## src/rtl/orv64_icache_resp.sv

```systemverilog
// orv64_icache_resp: responder end of the instruction-buffer / I$ line-fetch
// protocol. A small direct-mapped, flop-based L1 I$ backed by a
// single-outstanding L2 fill port. Translation is bare.
//
// Ports:
//   clk, rst           clock, synchronous active-high reset
//   ib2ic_en/_pc       line request (held until ic2ib_valid)
//   ic2ib_*            one-cycle line response, exception flag/cause, paddr
//   l1_hit, l1_miss    response source pulses
//   ic_flush           fence.i, invalidate all lines
//   ic2l2_req_*        fill request (valid/ready, line-aligned paddr)
//   l22ic_resp_*       single-beat fill response with bus error
//   ic_idle            FSM idle, nothing outstanding

package orv64_icache_resp_pkg;
  typedef enum logic [3:0] {
    ORV64_EXCP_CAUSE_INST_ADDR_MISALIGNED = 4'd0,
    ORV64_EXCP_CAUSE_INST_ACCESS_FAULT    = 4'd1,
    ORV64_EXCP_CAUSE_ILLEGAL_INST         = 4'd2,
    ORV64_EXCP_CAUSE_BREAKPOINT           = 4'd3
  } orv64_excp_cause_t;
endpackage

module orv64_icache_resp
  import orv64_icache_resp_pkg::*;
#(
  parameter int NUM_SETS     = 8,
  parameter int LINE_WIDTH   = 256,
  parameter int OFFSET_WIDTH = 5,
  parameter int VADDR_WIDTH  = 39,
  parameter int PADDR_WIDTH  = 56
) (
  input  logic                    clk,
  input  logic                    rst,
  input  logic                    ib2ic_en,
  input  logic [VADDR_WIDTH-1:0]  ib2ic_pc,
  output logic                    ic2ib_valid,
  output logic [LINE_WIDTH-1:0]   ic2ib_rdata,
  output logic                    ic2ib_excp_valid,
  output orv64_excp_cause_t       ic2ib_excp_cause,
  output logic [PADDR_WIDTH-1:0]  ic2ib_pc_paddr,
  output logic                    l1_hit,
  output logic                    l1_miss,
  input  logic                    ic_flush,
  output logic                    ic2l2_req_valid,
  input  logic                    ic2l2_req_ready,
  output logic [PADDR_WIDTH-1:0]  ic2l2_req_paddr,
  input  logic                    l22ic_resp_valid,
  input  logic [LINE_WIDTH-1:0]   l22ic_resp_data,
  input  logic                    l22ic_resp_err,
  output logic                    ic_idle
);

  localparam int IDX_W  = $clog2(NUM_SETS);
  localparam int LINE_W = VADDR_WIDTH - OFFSET_WIDTH;
  localparam int TAG_W  = LINE_W - IDX_W;

  typedef enum logic [1:0] {
    ST_IDLE,
    ST_LOOKUP,
    ST_FILL_REQ,
    ST_FILL_WAIT
  } state_t;

  state_t                  state;
  logic                    flush_pend;
  logic [LINE_W-1:0]       req_line;   // pc with the byte offset stripped
  logic [NUM_SETS-1:0]     valid;
  logic [TAG_W-1:0]        tag_arr  [NUM_SETS];
  logic [LINE_WIDTH-1:0]   data_arr [NUM_SETS];

  logic [IDX_W-1:0]        req_idx;
  logic [TAG_W-1:0]        req_tag;
  logic [PADDR_WIDTH-1:0]  req_paddr;
  logic                    hit;
  logic                    lookup_hit;
  logic                    fill_done;
  logic                    install;
  logic                    unused_pc_offset;

  assign unused_pc_offset = ^ib2ic_pc[OFFSET_WIDTH-1:0];

  assign req_idx   = req_line[IDX_W-1:0];
  assign req_tag   = req_line[LINE_W-1:IDX_W];
  // Bare translation: zero-extend or truncate the aligned pc to paddr width.
  assign req_paddr = PADDR_WIDTH'({req_line, {OFFSET_WIDTH{1'b0}}});

  assign hit        = valid[req_idx] && (tag_arr[req_idx] == req_tag);
  assign lookup_hit = (state == ST_LOOKUP) && hit;
  assign fill_done  = (state == ST_FILL_WAIT) && l22ic_resp_valid;
  // A flush seen at any point during the fill (or in the return cycle)
  // means the returning line may be stale, so it is delivered but not kept.
  assign install    = fill_done && !l22ic_resp_err && !flush_pend && !ic_flush;

  always_ff @(posedge clk) begin
    if (rst) begin
      state      <= ST_IDLE;
      flush_pend <= 1'b0;
      valid      <= '0;
      req_line   <= '0;
    end else begin
      if (ic_flush) begin
        valid <= '0;
      end else if (install) begin
        valid[req_idx] <= 1'b1;
      end

      case (state)
        ST_IDLE: begin
          flush_pend <= 1'b0;
          if (ib2ic_en) begin
            req_line <= ib2ic_pc[VADDR_WIDTH-1:OFFSET_WIDTH];
            state    <= ST_LOOKUP;
          end
        end
        ST_LOOKUP: begin
          state <= hit ? ST_IDLE : ST_FILL_REQ;
        end
        ST_FILL_REQ: begin
          if (ic_flush) flush_pend <= 1'b1;
          if (ic2l2_req_ready) state <= ST_FILL_WAIT;
        end
        ST_FILL_WAIT: begin
          if (l22ic_resp_valid) begin
            state      <= ST_IDLE;
            flush_pend <= 1'b0;
          end else if (ic_flush) begin
            flush_pend <= 1'b1;
          end
        end
        default: state <= ST_IDLE;
      endcase
    end
  end

  // Tag/data arrays carry no reset; only the valid bits do.
  always_ff @(posedge clk) begin
    if (install) begin
      tag_arr[req_idx]  <= req_tag;
      data_arr[req_idx] <= l22ic_resp_data;
    end
  end

  always_comb begin
    ic2ib_rdata = '0;
    if (lookup_hit) begin
      ic2ib_rdata = data_arr[req_idx];
    end else if (fill_done && !l22ic_resp_err) begin
      ic2ib_rdata = l22ic_resp_data;
    end
  end

  assign ic2ib_valid      = lookup_hit || fill_done;
  assign l1_hit           = lookup_hit;
  assign l1_miss          = fill_done;
  assign ic2ib_excp_valid = fill_done && l22ic_resp_err;
  assign ic2ib_excp_cause = ic2ib_excp_valid ? ORV64_EXCP_CAUSE_INST_ACCESS_FAULT
                                             : ORV64_EXCP_CAUSE_INST_ADDR_MISALIGNED;
  assign ic2ib_pc_paddr   = req_paddr;
  assign ic2l2_req_valid  = (state == ST_FILL_REQ);
  assign ic2l2_req_paddr  = req_paddr;
  assign ic_idle          = (state == ST_IDLE);

endmodule

```

## config.mk

```make
export PLATFORM = sky130hd
export DESIGN_NAME = orv64_icache_resp
export DESIGN_NICKNAME = d
export VERILOG_FILES = /design/src/rtl/orv64_icache_resp.sv
export SDC_FILE = /design/constraint.sdc
export NUM_CORES = 2
export LEC_CHECK = 0
export BUFFER_PORTS_ARGS = -buffer_cell sky130_fd_sc_hd__buf_2
export CORE_MARGIN = 1.5
export CORE_UTILIZATION = 50
export DETAILED_ROUTE_END_ITERATION = 10
export GPL_TIMING_DRIVEN = 0
export PLACE_DENSITY = 0.7
export SYNTH_ARGS = -nofsm -noshare
export SYNTH_HDL_FRONTEND = slang
export SYNTH_SLANG_ARGS = --single-unit
export TNS_END_PERCENT = 5
```

## constraint.sdc

```tcl
create_clock -name clk -period 34.9 [get_ports clk]
set_input_delay 5.235 -clock clk [delete_from_list [all_inputs] [get_ports clk]]
set_output_delay 5.235 -clock clk [all_outputs]
set_load 0.01 [all_outputs]
```

; ---- After elaboration in Yosys (flattened, before gate mapping)
; Memories as Yosys holds them, arrays and structs flattened. A register that Yosys moved wholly into a read port is not among the register bits.
; Cells that the tools add are included.
[totals]
memories = 2
ramBits = 2296
latchBits = 0
mem_bits_ro = 0
regBits = 45
[memory_table]
columns = memory, depth, word_bits, rd, rd_clocked_by_memory_dff, write_ports, line
row1 = data_arr, 8, 256, 1, 1, 1, 70  ; logic [LINE_WIDTH-1:0] data_arr [NUM_SETS];
row2 = tag_arr, 8, 31, 1, 1, 1, 69  ; logic [TAG_W-1:0] tag_arr [NUM_SETS];
[op_classes]
mux = 21
bitwise = 1
n_reduce_logical = 17
add_sub_neg = 0
multipliers = 0
div_mod_pow = 0
n_eq_ne = 7
shift = 0
magnitude_cmp = 2
[op_table]
columns = op, n
row1 = two-way mux 256 bit, 2
row2 = equality test 31 bit, 1
row3 = two-way mux 3 bit, 4
row4 = logical AND 1 bit, 8
row5 = two-way mux 2 bit, 4
row6 = bitwise OR 8 bit, 1
row7 = one-hot mux 2 bit (4 select lines), 1
row8 = two-way mux 1 bit, 7
row9 = "equality test 2 bit, second input constant", 2
row10 = "< comparator 3 x 4 -> 1 bit, second input constant", 1
row11 = "!= test 2 bit, second input constant", 2
row12 = binary-select mux 1 bit (select 3 bit), 1
row13 = demux 1 bit (select 3 bit), 1
row14 = ">= comparator 3 x 1 -> 1 bit, second input constant", 1
row15 = logical NOT 1 bit, 3
row16 = one-hot mux 1 bit (3 select lines), 1
row17 = AND reduction 3 bit, 1
row18 = nonzero test 3 bit, 1
row19 = "equality test 2 x 1 -> 1 bit, second input constant", 1
row20 = logical NOT 2 bit, 1
row21 = "!= test 2 x 1 -> 1 bit, second input constant", 1
row22 = AND reduction 2 bit, 1
row23 = OR reduction 2 bit, 1
row24 = logical OR 1 bit, 1

; ---- Longest topological paths before layout
[logic_depth]
depth_word = 7
depth_mapped = 12

; ---- Least setup slack after synthesis
; OpenSTA, ideal clock, no wires.
[synth_timing]
path_type = in2reg
startpoint = input port l22ic_resp_valid
endpoint = memory data_arr[1][0], enable pin
setup_slack_ns = 8.477
stages = 4
setup_time_ns = 1.288
t_arrival_ns = 25.135
cell_sequence = nand3_1 nor2_1 nand3_1 nor3_1
[synth_between]
elab_chain_cells = 6
[synth_lines]
columns = item, line
row1 = from (decl), 48  ; input logic l22ic_resp_valid,
row2 = logical AND 1 bit, 90  ; assign fill_done = (state == ST_FILL_WAIT) && l22ic_resp_valid;
row3 = logical AND 1 bit (3 in a row), 93  ; assign install = fill_done && !l22ic_resp_err && !flush_pend && !ic_flush;
row4 = two-way mux 1 bit, 138  ; if (install) begin
row5 = two-way mux 1 bit (implied by the code), 140  ; data_arr[req_idx] <= l22ic_resp_data;
row6 = to (decl), 70
; Every way passes these cells.

; ---- Worst setup path after layout
[layout_timing]
startpoint = input port l22ic_resp_valid
endpoint = output port ic2ib_rdata[143]
[layout_between]
elab_chain_cells = 4
[layout_lines]
columns = item, line
row1 = logical AND 1 bit, 90
row2 = logical AND 1 bit, 148  ; end else if (fill_done && !l22ic_resp_err) begin
row3 = two-way mux 256 bit, 148
row4 = two-way mux 256 bit, 146  ; if (lookup_hit) begin
row5 = to (decl), 38  ; output logic [LINE_WIDTH-1:0] ic2ib_rdata,
; Every way passes these cells.

==> impl_metrics.toml <==
[outcome]
status = "finished clean"

[drt]
post_drt_wl_per_cell_um = 27.8
top_layer_used = "met5"
dr.pass1.iters = 6
wl_met2_mm = 117
final_antenna_net_count = 0
vias = 48528
drtIter0Drc = 4862
drt-total-wl_mm = 232
m1WireLength_mm = 89.2
route.detailed.drc = 0
via_per_inst = 5.82
met3_wirelength_mm = 16.0

[timing]
final.min_clock_period_ns = 13.70
setup_viol = 0
maxSlewHeadroom_pct = 1.66
rsz0062_at_grt = "no"
fin_setup_tns_ns = 0
slew_viol_final = 0
setup_ws_ns = 21.20
tightest_slew_ns = 1.48
hold_violations = 0
clock-skew-final_ns = 0.0560
timing.fmax_mhz = 73.0
fin_crit_sh_pct = 39.2

[logic_synthesis]
avgSynthCellArea_um2 = 20.3
yosysWarnings = 0
synthCells = 4575
ys_ff_latch = 2344
synth_edf_count = 2296
ys.flop_type = "edfxtp_1"
async_flop_share_pct = 0
netlist_area_mm2 = 0.0930
seq_area_frac_synth_pct = 75.2
yosysUniqueCellTypes = 37

[grt]
first_global_vias = 48575
grt_max_degree = 27
grt_overflow_total = 0
grt_pass1_wl_mm = 333
gr-usage-all-layers_pct = 24.5
antenna_found_initial = 72

[die]
start_util_pct = 50.2
core_area_mm2 = 0.185
die_h_um = 434
boundaryPins = 680
fp.dieArea_mm2 = 0.188
row_count = 158
fp.dieW_um = 434

[clock_network]
cts_tree = "done"
cts_buffer_depth = 3
cts_hold_buffers = 0
clk_latency_ns = 0.88
cts-resized-gates = 0
clkTransAtPathRegs_ns = 0.06
clockRootBuffer = "clkbuf_16"
htreeDepth = 4
postCtsSetupBuffers = 0
clock-sinks = 2344
numCtsBuffers = 227

[pwr]
power.density_mw_per_mm2 = 53.1
p_leak_uw = 0.0353
vdd_drop_max_mv = 0.0498

[worst_hold_path]
hp-class = "reg2reg"

[placed_design]
place_hpwl_mm = 153
dp_slack_ns = 21.09
port_buffers = 627
gp_congestion = 0.801

[worst_setup_path]
critPathLaunchType = "primary input"
critPathKind = "in2out"
slowest_stage = "nor2_1"
cp_num_buf_inv = 4
worstPathRequired_ns = 29.66
arrival_ns = 8.46
critPathMaxFanout = 10
path_cells = "buf_2 -> nand3_1 -> nor2_1 -> clkbuf_2 -> clkbuf_1 -> nand2_1 -> o31ai_1 -> buf_2"
crit_top_cell = "buf_2"
critPathCaptureType = "primary output"
cpPeakStageDelay_ns = 1.06
crit_family = "buffers and inverters"

[job]
cap_violations = 0

[cells_and_area]
nets = 5938
drive_gt1_share_pct = 36.9
final_util_pct = 59.1
area.growth.synth_to_final_pct = 17.6
fillers = 13471
-- cell type report --
class | count | area, µm² | area share, %
repair buffers | 786 | 5790 | 5.29
diodes | 30 | 75.1 | 0.0686
plain buffers | 368 | 1890 | 1.73
well taps | 2480 | 3100 | 2.84
inverters | 2 | 7.51 | 0.00686
clock inverters | 120 | 1170 | 1.07
flip-flops and latches | 2344 | 69900 | 63.9
multi-input cells | 1907 | 21400 | 19.6
clock buffers | 296 | 6030 | 5.52
-- logic make-up (layout without fill, tap and decap cells) --
kind of cell / count (synthesis) / count (layout) / share of synthesized area [%]
simple gates: 641 / 641 / 2.70
flops: 2344 / 2344 / 75.2
mux: 871 / 871 / 17.3
compound gates: 319 / 319 / 2.47
other cells: 1 / 77 / 0.00403
xor+xnor: 29 / 29 / 0.273
buf+inv: 370 / 1572 / 2.04
-- layout by cell type, fill, tap and decap left out, types with 67 or more instances in the layout --
cell	instances
buf_12	69
buf_2	738
buf_4	92
buf_6	67
clkbuf_1	212
clkbuf_16	229
edfxtp_1	2296
mux2_2	271
mux4_2	562
nand2_1	590
o31ai_1	257
-- cell usage after synthesis, drive strengths merged (7+ instances only) --
cell type	number	area, µm²
edfxtp	2296	68900
nand2	590	2210
mux4	562	12700
mux2	271	3050
o31ai	257	1930
buf	210	1290
clkbuf	158	593
dfxtp	48	961
mux2i	38	380
a21oi	36	180
xor2	26	228
nor2	14	52.6
o21a	9	67.6
nor3	8	45.0
o22ai	7	43.8
-- metal layers --
metal	vias up	track usage, %
li1	20747	-
met1	25360	32.2
met2	1959	41.1
met3	428	4.15
met4	34	9.50
met5	-	0
-- power breakdown --
group          switching (µW)  leakage (µW)  internal [µW]  total (µW)
registers                11.4        0.0210           3090        3100
clock network            1040       0.00350           1330        2370
logic                     186        0.0108            148         335
-- registers in the layout, summed over array words and instances, names as in the netlist, named ones only --
register / cells
req_line: 34
flush_pend: 1
data_arr: 2048
state: 1
valid: 8
tag_arr: 248
-- per-stage QoR --
step / cell area, µm² / power [µW] / hold slack, ns / std cells
2_1_floorplan: 93100 / 3370 / 0.435 / 4621
3_3_place_gp: 99400 / 3500 / 0.442 / 7728
3_5_place_dp: 102000 / 3500 / 0.449 / 7887
4_1_cts: 109000 / 5850 / 0.463 / 8303
5_1_grt: 109000 / 5980 / 0.478 / 8320
6_report: 109000 / 5810 / 0.463 / 8333
-- final timing paths --
path | from | end | slack (ns) | cells after the start
setup / recovery | l22ic_resp_valid | ic2ib_rdata[143] | 21.20 | 8
setup reg to reg | state[0]$_SDFFE_PP0P_ | data_arr[0][84]$_DFFE_PP_ | 29.00 | 14
hold reg to reg | valid[2]$_SDFFE_PP0P_ | valid[2]$_SDFFE_PP0P_ | 0.46 | 1
hold / removal | valid[2]$_SDFFE_PP0P_ | valid[2]$_SDFFE_PP0P_ | 0.46 | 1
Note: power is estimated with default switching activity, not from simulation.
